`src/rtl/div_seq_if.sv`:
```
// Operand/result bundle for the sequential divider. The requester uses the
// master modport and the divider uses the slave modport.
interface div_seq_if;
  logic        start;
  logic        offset;
  logic [31:0] dividend;
  logic [31:0] divisor;
  logic        busy;
  logic        done;
  logic [31:0] quotient;
  logic [31:0] remainder;
  logic        dz;
  logic        ovf;

  modport master (
    output start, offset, dividend, divisor,
    input  busy, done, quotient, remainder, dz, ovf
  );

  modport slave (
    input  start, offset, dividend, divisor,
    output busy, done, quotient, remainder, dz, ovf
  );
endinterface

```
`src/rtl/div_seq.sv`:
```
// Sequential unsigned 32-bit restoring divider with an optional 16.16 offset
// mode. It performs one subtract step per clock and pulses done for one cycle.
module div_seq (
  input  logic      sys_clk,
  input  logic      resetl,
  div_seq_if.slave  bus
);

  typedef enum logic [1:0] {S_IDLE, S_RUN, S_DONE} state_e;

  state_e      state_q, state_d;
  logic [31:0] p_q, p_d;
  logic [47:0] num_q, num_d;
  logic [31:0] qsr_q, qsr_d;
  logic [31:0] dvs_q, dvs_d;
  logic [5:0]  cnt_q, cnt_d;
  logic        ovf_run_q, ovf_run_d;
  logic [31:0] quo_q, quo_d;
  logic [31:0] rem_q, rem_d;
  logic        dz_q, dz_d;
  logic        ovf_q, ovf_d;

  logic [32:0] p_shift;
  logic [31:0] trial;
  logic        trial_msb_unused;
  logic        carry;
  logic        accept;

  // The invariant P < divisor holds between steps. This keeps P'-d below 2^32,
  // so bit 32 of the trial difference and of P is always zero and is not stored.
  always_comb begin
    p_shift = {p_q, num_q[47]};
    {carry, trial_msb_unused, trial} = {1'b0, p_shift} + {1'b0, ~{1'b0, dvs_q}} + 34'd1;
  end

  assign accept = bus.start && (state_q != S_RUN);

  always_comb begin
    state_d   = state_q;
    p_d       = p_q;
    num_d     = num_q;
    qsr_d     = qsr_q;
    dvs_d     = dvs_q;
    cnt_d     = cnt_q;
    ovf_run_d = ovf_run_q;
    quo_d     = quo_q;
    rem_d     = rem_q;
    dz_d      = dz_q;
    ovf_d     = ovf_q;

    case (state_q)
      S_IDLE, S_DONE: begin
        if (accept) begin
          // Both modes consume the numerator MSB-first from {dividend, 16'h0}.
          // Normal mode stops after 32 bits and offset mode runs through the low zeros.
          num_d     = {bus.dividend, 16'h0};
          dvs_d     = bus.divisor;
          cnt_d     = bus.offset ? 6'd48 : 6'd32;
          p_d       = '0;
          qsr_d     = '0;
          ovf_run_d = 1'b0;
          if (bus.divisor == '0) begin
            state_d = S_DONE;
            quo_d   = '1;
            rem_d   = bus.dividend;
            dz_d    = 1'b1;
            ovf_d   = 1'b0;
          end else begin
            state_d = S_RUN;
          end
        end else if (state_q == S_DONE) begin
          state_d = S_IDLE;
        end
      end

      S_RUN: begin
        p_d       = carry ? trial : p_shift[31:0];
        qsr_d     = {qsr_q[30:0], carry};
        num_d     = {num_q[46:0], 1'b0};
        ovf_run_d = ovf_run_q | qsr_q[31];
        cnt_d     = cnt_q - 6'd1;
        if (cnt_q == 6'd1) begin
          state_d = S_DONE;
          quo_d   = qsr_d;
          rem_d   = p_d;
          dz_d    = 1'b0;
          ovf_d   = ovf_run_d;
        end
      end

      default: state_d = S_IDLE;
    endcase
  end

  always_ff @(posedge sys_clk or negedge resetl) begin
    if (!resetl) begin
      state_q   <= S_IDLE;
      p_q       <= '0;
      num_q     <= '0;
      qsr_q     <= '0;
      dvs_q     <= '0;
      cnt_q     <= '0;
      ovf_run_q <= 1'b0;
      quo_q     <= '0;
      rem_q     <= '0;
      dz_q      <= 1'b0;
      ovf_q     <= 1'b0;
    end else begin
      state_q   <= state_d;
      p_q       <= p_d;
      num_q     <= num_d;
      qsr_q     <= qsr_d;
      dvs_q     <= dvs_d;
      cnt_q     <= cnt_d;
      ovf_run_q <= ovf_run_d;
      quo_q     <= quo_d;
      rem_q     <= rem_d;
      dz_q      <= dz_d;
      ovf_q     <= ovf_d;
    end
  end

  assign bus.busy      = (state_q == S_RUN);
  assign bus.done      = (state_q == S_DONE);
  assign bus.quotient  = quo_q;
  assign bus.remainder = rem_q;
  assign bus.dz        = dz_q;
  assign bus.ovf       = ovf_q;

endmodule

```
`src/flat_wrapper.sv`:
```
// flat-port wrapper written by rule: the top's interface ports become plain ports
module div_seq_flat 
  (sys_clk, resetl, bus_start, bus_offset, bus_dividend, bus_divisor, bus_busy, bus_done, bus_quotient, bus_remainder, bus_dz, bus_ovf);
  div_seq_if bus_i ();
  input  logic sys_clk;
  input  logic resetl;
  input wire logic [$bits(bus_i.start)-1:0] bus_start;
  input wire logic [$bits(bus_i.offset)-1:0] bus_offset;
  input wire logic [$bits(bus_i.dividend)-1:0] bus_dividend;
  input wire logic [$bits(bus_i.divisor)-1:0] bus_divisor;
  output wire logic [$bits(bus_i.busy)-1:0] bus_busy;
  output wire logic [$bits(bus_i.done)-1:0] bus_done;
  output wire logic [$bits(bus_i.quotient)-1:0] bus_quotient;
  output wire logic [$bits(bus_i.remainder)-1:0] bus_remainder;
  output wire logic [$bits(bus_i.dz)-1:0] bus_dz;
  output wire logic [$bits(bus_i.ovf)-1:0] bus_ovf;
  assign bus_i.start = bus_start;
  assign bus_i.offset = bus_offset;
  assign bus_i.dividend = bus_dividend;
  assign bus_i.divisor = bus_divisor;
  assign bus_busy = bus_i.busy;
  assign bus_done = bus_i.done;
  assign bus_quotient = bus_i.quotient;
  assign bus_remainder = bus_i.remainder;
  assign bus_dz = bus_i.dz;
  assign bus_ovf = bus_i.ovf;
  div_seq u_core (.sys_clk(sys_clk), .resetl(resetl), .bus(bus_i));
endmodule
```
`config.mk`:
```
export PLATFORM = sky130hd
export DESIGN_NAME = div_seq_flat
export DESIGN_NICKNAME = d
export VERILOG_FILES = /design/src/rtl/div_seq_if.sv /design/src/rtl/div_seq.sv /design/src/flat_wrapper.sv
export SDC_FILE = /design/constraint.sdc
export NUM_CORES = 1
export LEC_CHECK = 0
export BUFFER_PORTS_ARGS = -buffer_cell sky130_fd_sc_hd__buf_2
export CAP_MARGIN = 0
export CORE_MARGIN = 3
export CORE_UTILIZATION = 35
export CTS_CLUSTER_SIZE = 30
export DETAILED_ROUTE_END_ITERATION = 8
export PLACE_DENSITY = 0.54
export SYNTH_ARGS = -nofsm -noshare
export SYNTH_HDL_FRONTEND = slang
export SYNTH_SLANG_ARGS = --single-unit
```
`constraint.sdc`:
```
create_clock -name sys_clk -period 3.25 [get_ports sys_clk]
set_input_delay 0.325 -clock sys_clk [delete_from_list [all_inputs] [get_ports sys_clk]]
set_output_delay 0.325 -clock sys_clk [all_outputs]
set_load 0.01 [all_outputs]
```
Word level (Yosys, flattened, before mapping)
Cells that the tools add are included.

Register bits: 219. Logic and storage cells: 65. Input bits: 68. Output and inout bits: 68.

Eq/ne operators: 8. Multiplexer cells: 32. Bitwise operators: 2. Add/sub/neg operators: 3. Reductions and logical operators: 9.

Operators by type and width (number): two-way mux 32 bit (8); case mux 32 bit (2 select lines) (4); case mux 48 bit (2 select lines) (1); two-way mux 48 bit (1); adder 33 x 33 -> 34 bit (1); adder 34 x 1 -> 34 bit (second input constant) (1); inverter 32 -> 33 bit (1); logical NOT 32 bit (1); case mux 6 bit (2 select lines) (1); two-way mux 2 bit (4); inequality test 2 x 1 -> 1 bit (second input constant) (4); two-way mux 1 bit (7); == test 6 x 1 -> 1 bit (second input constant) (1); two-way mux 6 bit (1); case mux 1 bit (2 select lines) (3); AND reduction 2 bit (3); subtractor 6 x 1 -> 6 bit (second input constant) (1); two-way mux 5 bit (1); case mux 2 bit (2 select lines) (1); AND reduction 4 bit (1); inequality test 3 x 2 -> 1 bit (second input constant) (1); == test 2 x 1 -> 1 bit (second input constant) (1); == test 2 bit (second input constant) (1); logical NOT 2 bit (1); 4 further kinds (4).

Logic depth before layout (Yosys ltp)
Depth after elaboration: 6. Gate-level depth with buffers: 13. Mapped depth without buffers: 12.

Worst setup path after synthesis
Ideal clock, no wire load.

Kind: flip-flop to flip-flop. From: register u_core.num_q[47]. To: register u_core.rem_q[28] (netlist: u_core.bus.remainder[28]). Library setup time: 0.131 ns. Data required time: 3.119 ns. Path buffers: 0. Stages on the path, launching flop included: 13. Period minus slack after synthesis: 2.693 ns. Data arrival time: 2.562 ns. Slack: 0.557 ns. Cell sequence: dfrtp_1 > inv_1 > ha_1 > inv_1 > fa_1 > a211oi_1 > o21ai_1 > o2111a_1 > o311ai_1 > o21ai_0 > a211o_1 > o2111ai_1 > a21oi_1.

Longest elaborated chain between the ends: 5.

Ends and longest elaborated chain: start, declared (line div_seq.sv:13) `logic [47:0] num_q, num_d;`; start signal, assigned (line div_seq.sv:111) `num_q <= num_d;`; adder 33 x 33 -> 34 bit (line div_seq.sv:33) `{carry, trial_msb_unused, trial} = {1'b0, p_shift} + {1'b0, ~{1'b0, dvs_q}} + 34'd1;`; adder 34 x 1 -> 34 bit (line div_seq.sv:33); two-way mux 32 bit (line div_seq.sv:77) `p_d = carry ? trial : p_shift[31:0];`; two-way mux 32 bit (line div_seq.sv:82) `if (cnt_q == 6'd1) begin`; case mux 32 bit (2 select lines) (line div_seq.sv:51) `case (state_q)`; end signal, assigned (line div_seq.sv:117) `rem_q <= rem_d;`; end, declared (line div_seq.sv:19) `logic [31:0] rem_q, rem_d;`.

No other way between the ends. The select of a mux whose other input is x is not followed. A chain may end at the register's enable or synchronous reset.

Final worst setup path
From: register u_core.p_q[0]. To: register u_core.rem_q[10] (netlist: u_core.bus.remainder[10]).

Longest elaborated chain between the ends: 5.

Ends and longest elaborated chain: start, declared (line div_seq.sv:12) `logic [31:0] p_q, p_d;`; start signal, assigned (line div_seq.sv:110) `p_q <= p_d;`; adder 33 x 33 -> 34 bit (line div_seq.sv:33); adder 34 x 1 -> 34 bit (line div_seq.sv:33); two-way mux 32 bit (line div_seq.sv:77); two-way mux 32 bit (line div_seq.sv:82); case mux 32 bit (2 select lines) (line div_seq.sv:51).

No other way between the ends. The select of a mux whose other input is x is not followed.

==> results.sh <==
export IMPL_status="complete, no violations"
export IMPL_clock_skew_final_ns=0.0170
export IMPL_netlist_cell_type_count=64
export IMPL_synthCells=1147
export IMPL_floorplan_die_width_um=178
export IMPL_place_hpwl_um=21800
export IMPL_max_freq_mhz=328
export IMPL_cts_htree_levels=1
export IMPL_synth_edf_count=0
export IMPL_cap_viol_max_count=0
export IMPL_fin_ws_ns=0.200
export IMPL_wirelength_um=30900
export IMPL_grt_overflow=0
export IMPL_drtIter0Drc=579
export IMPL_fin_tns_setup_ns=0
export IMPL_synth_flop_cell="dfrtp_1"
export IMPL_fraction_of_the_yosys_area_taken_by_sequential_cells_pct=48.9
export IMPL_cts_root_buf="clkbuf_16"
export IMPL_router_iterations_before_antenna_repair=5
export IMPL_initial_utilization_pct=35.9
export IMPL_setup_worst_path_start_class="flop"
export IMPL_place_ws_ns=0.158
export IMPL_share_clk_of_total_power_pct=16.7
export IMPL_finalHoldViolations=0
export IMPL_ant_nets=0
export IMPL_fp_row_count=62
export IMPL_max_slew_worst_pin_slew_ns=0.818
export IMPL_ir_drop_mv=0.451
export IMPL_avgRoutedWirePerCell_um=18.5
export IMPL_share_of_power_burned_in_registers_pct=28.7
export IMPL_netlist_area_um2=10400
export IMPL_pin_count=136
export IMPL_power_switching_fraction_pct=45.3
export IMPL_clock_path_buffers=3
export IMPL_ys_ff_latch=203
export IMPL_critPathSlowestCell="mux2i_1"
export IMPL_power_internal_mw=8.70
export IMPL_critPathMaxFanout=19
export IMPL_route_detailed_drc=0
export IMPL_worst_slew_margin_rel_pct=45.5
export IMPL_die_height_um=178
export IMPL_syn_mean_instance_area_um2=9.05
export IMPL_setup_viol=0
export IMPL_critical_path_max_stage_delay_ns=0.45
export IMPL_comb_power_share_pct=54.7
export IMPL_area_growth_pct=18.9
export IMPL_total_switching_power_mw=7.20
export IMPL_gp_congestion=0.930
export IMPL_cts_buf_count=24
export IMPL_grt_setup_unrepaired="false"
export IMPL_finalCriticalPeriod_ns=3.05
export IMPL_synth_fp_nets=1250
export IMPL_cts_reportedPaths_clkPinSlew_ns=0.06
export IMPL_type_of_destination_of_the_critical_path="flop"
export IMPL_post_drt_via_cell_ratio=5.27
export IMPL_dieArea_um2=31800
export IMPL_antenna_found_initial=2
export IMPL_warning_count_from_the_yosys_run=0
export IMPL_cts_sinks=203
export IMPL_maximum_number_of_pins_on_one_net_before_global_route_repair=114
export IMPL_global_route_usage_total_pct=19.5
export IMPL_timing_max_transition_violations_final=0
export IMPL_min_path_type="input pin to flop"
export IMPL_vias=8788
export IMPL_crit_arrival_ns=3.46
export IMPL_setup_worst_path_class="flop to flop"
export IMPL_worstPathRequired_ns=3.66
export IMPL_cell_chain_critical_path="ha_1 -> nor2b_1 -> o2111ai_1 -> a211o_1 -> a211oi_2 -> or3_1 -> buf_12 -> mux2i_1 -> a21oi_1 -> a21o_1"
export IMPL_final_layout_size_suffix_gt1_share_pct=16.7
export IMPL_period_share_pct=93.9
export IMPL_final_core_utilization_pct=42.6
export IMPL_clock_insertion_delay_at_the_later_pin_of_the_skew_report_ns=0.53
export IMPL_final_common_cell="nand2_1"
export IMPL_power_density_nw_per_um2=1290
export IMPL_coreArea_um2=28900
export IMPL_async_flop_share_pct=100
export IMPL_grt_pass1_vias=8562
export IMPL_antennaDiodeCount=0
export IMPL_grt_pass1_wl_um=49400
export IMPL_numPortBuffers=135
export IMPL_layout_nets=1370
export IMPL_layout_common_cells="nand2_1, dfrtp_1, buf_2"
export IMPL_clock_tree_from_tritoncts="done"
export IMPL_leakagePower_nw=5.88
==> cell families after synthesis <==
family / synth area share [%]
buffers and inverters: 4.81
XOR/XNOR: 1.86
AND/OR/NAND/NOR: 16.8
AO/OA/AOI/OAI: 21.0
adder cells (fa/ha/maj): 4.29
multiplexers: 2.31
flip-flops: 48.9
==> state kept, by name, summed over array words and instances (netlist names), 2 cells and up <==
register,count
u_core.dvs_q,32
u_core.p_q,32
u_core.qsr_q,32
u_core.num_q,32
u_core.state_q,2
u_core.bus.remainder,32
u_core.cnt_q,6
u_core.bus.quotient,32
==> worst paths after layout <==
check	start	to	slack [ns]	depth (start not counted)
worst max-delay path	u_core.p_q[0]	u_core.bus.remainder[10]	0.20	10
worst min-delay path	bus_divisor[5]	u_core.dvs_q[5]	0.03	3
worst max register to register	u_core.p_q[0]	u_core.bus.remainder[10]	0.20	10
worst min register to register	u_core.bus.remainder[9]	u_core.bus.remainder[9]	0.47	1
max in group asynchronous	resetl	u_core.bus.quotient[11]	2.03	3
min in group asynchronous	resetl	u_core.dvs_q[5]	0.43	2
==> worst max-delay path, delay by kind of cell, from the launching register on <==
family          cells  cell delay [ns]
compound gates      5             1.22
mux                 1             0.45
flops               1             0.42
simple gates        2             0.36
fa+ha+maj           1             0.28
buf+inv             1             0.20
==> final cells by class <==
class                   count  area [um^2]
repair buffers            165          990
flip-flops and latches    203         5080
fillers                  2911        16600
clock inverters             7         76.3
well taps                 384          480
inverters                  48          181
clock buffers              36          696
multi-input cells         825         4830
==> cells in the mapped netlist, types with 3 or more instances <==
cell type / instances / area, um^2
or2_2: 3 / 18.8
a31oi_1: 9 / 56.3
nor2b_1: 6 / 37.5
and2_1: 7 / 43.8
a21oi_1: 72 / 360
o21ai_1: 4 / 20.0
nor4_1: 13 / 81.3
clkbuf_1: 53 / 199
a211o_1: 4 / 35.0
and3_1: 13 / 81.3
dfrtp_1: 203 / 5080
inv_1: 47 / 176
nand4_1: 7 / 43.8
nor2_1: 74 / 278
xnor2_1: 11 / 96.3
xor2_1: 11 / 96.3
a22oi_1: 31 / 233
o21a_1: 9 / 67.6
nand2_1: 207 / 777
o211ai_1: 13 / 97.6
a21o_1: 21 / 158
ha_1: 34 / 425
buf_2: 4 / 20.0
a211oi_1: 6 / 45.0
o21ai_0: 124 / 621
buf_6: 4 / 45.0
mux2i_1: 24 / 240
nand2b_1: 5 / 31.3
a22o_1: 26 / 228
nand3b_1: 3 / 22.5
buf_1: 6 / 22.5
nor3_1: 32 / 160
o2111ai_1: 4 / 35.0
or3_1: 8 / 50.1
nand3_1: 12 / 60.1
==> timing repair <==
action                                  in CTS  in global routing
setup buffers                                0                  0
hold endpoints to repair                    85                  0
hold buffers                                 2                  0
endpoints found under the setup margin       0                  5
gates resized for setup                      0                  1
==> power by group through the flow <==
| stage | Clock (mW) | Combinational [mW] | Sequential [mW] |
|---|---|---|---|
| after CTS | 2.71 | 8.69 | 4.56 |
| after detailed placement | 0 | 8.65 | 4.58 |
| after global routing | 2.83 | 9.72 | 4.71 |
| after floorplan | 0 | 5.99 | 4.52 |
| after global placement | 0 | 8.62 | 4.57 |
| final | 2.65 | 8.69 | 4.56 |
==> stage by stage <==
| step | hold WS (ns) | power, mW | instance area [um^2] | std cells |
|---|---|---|---|---|
| 2_1_floorplan | 0.0294 | 10.5 | 10400 | 1147 |
| 3_3_place_gp | 0.438 | 13.2 | 11500 | 1623 |
| 3_5_place_dp | 0.434 | 13.2 | 11500 | 1623 |
| 4_1_cts | 0.00662 | 16.0 | 12300 | 1668 |
| 5_1_grt | 0.0218 | 17.3 | 12300 | 1668 |
| 6_report | 0.0274 | 15.9 | 12300 | 1668 |
==> metal layers <==
layer | routed length, um | up-vias | part of all wire [%] | global-route usage (%)
met5 | 27 | - | 0.087 | 0
met4 | 318 | 4 | 1.0 | 3.12
met3 | 1780 | 27 | 5.8 | 3.17
met2 | 13100 | 209 | 43 | 28.3
met1 | 15600 | 4267 | 51 | 30.7
li1 | - | 4281 | - | -
No activity file was read; power rests on OpenSTA's default activity.
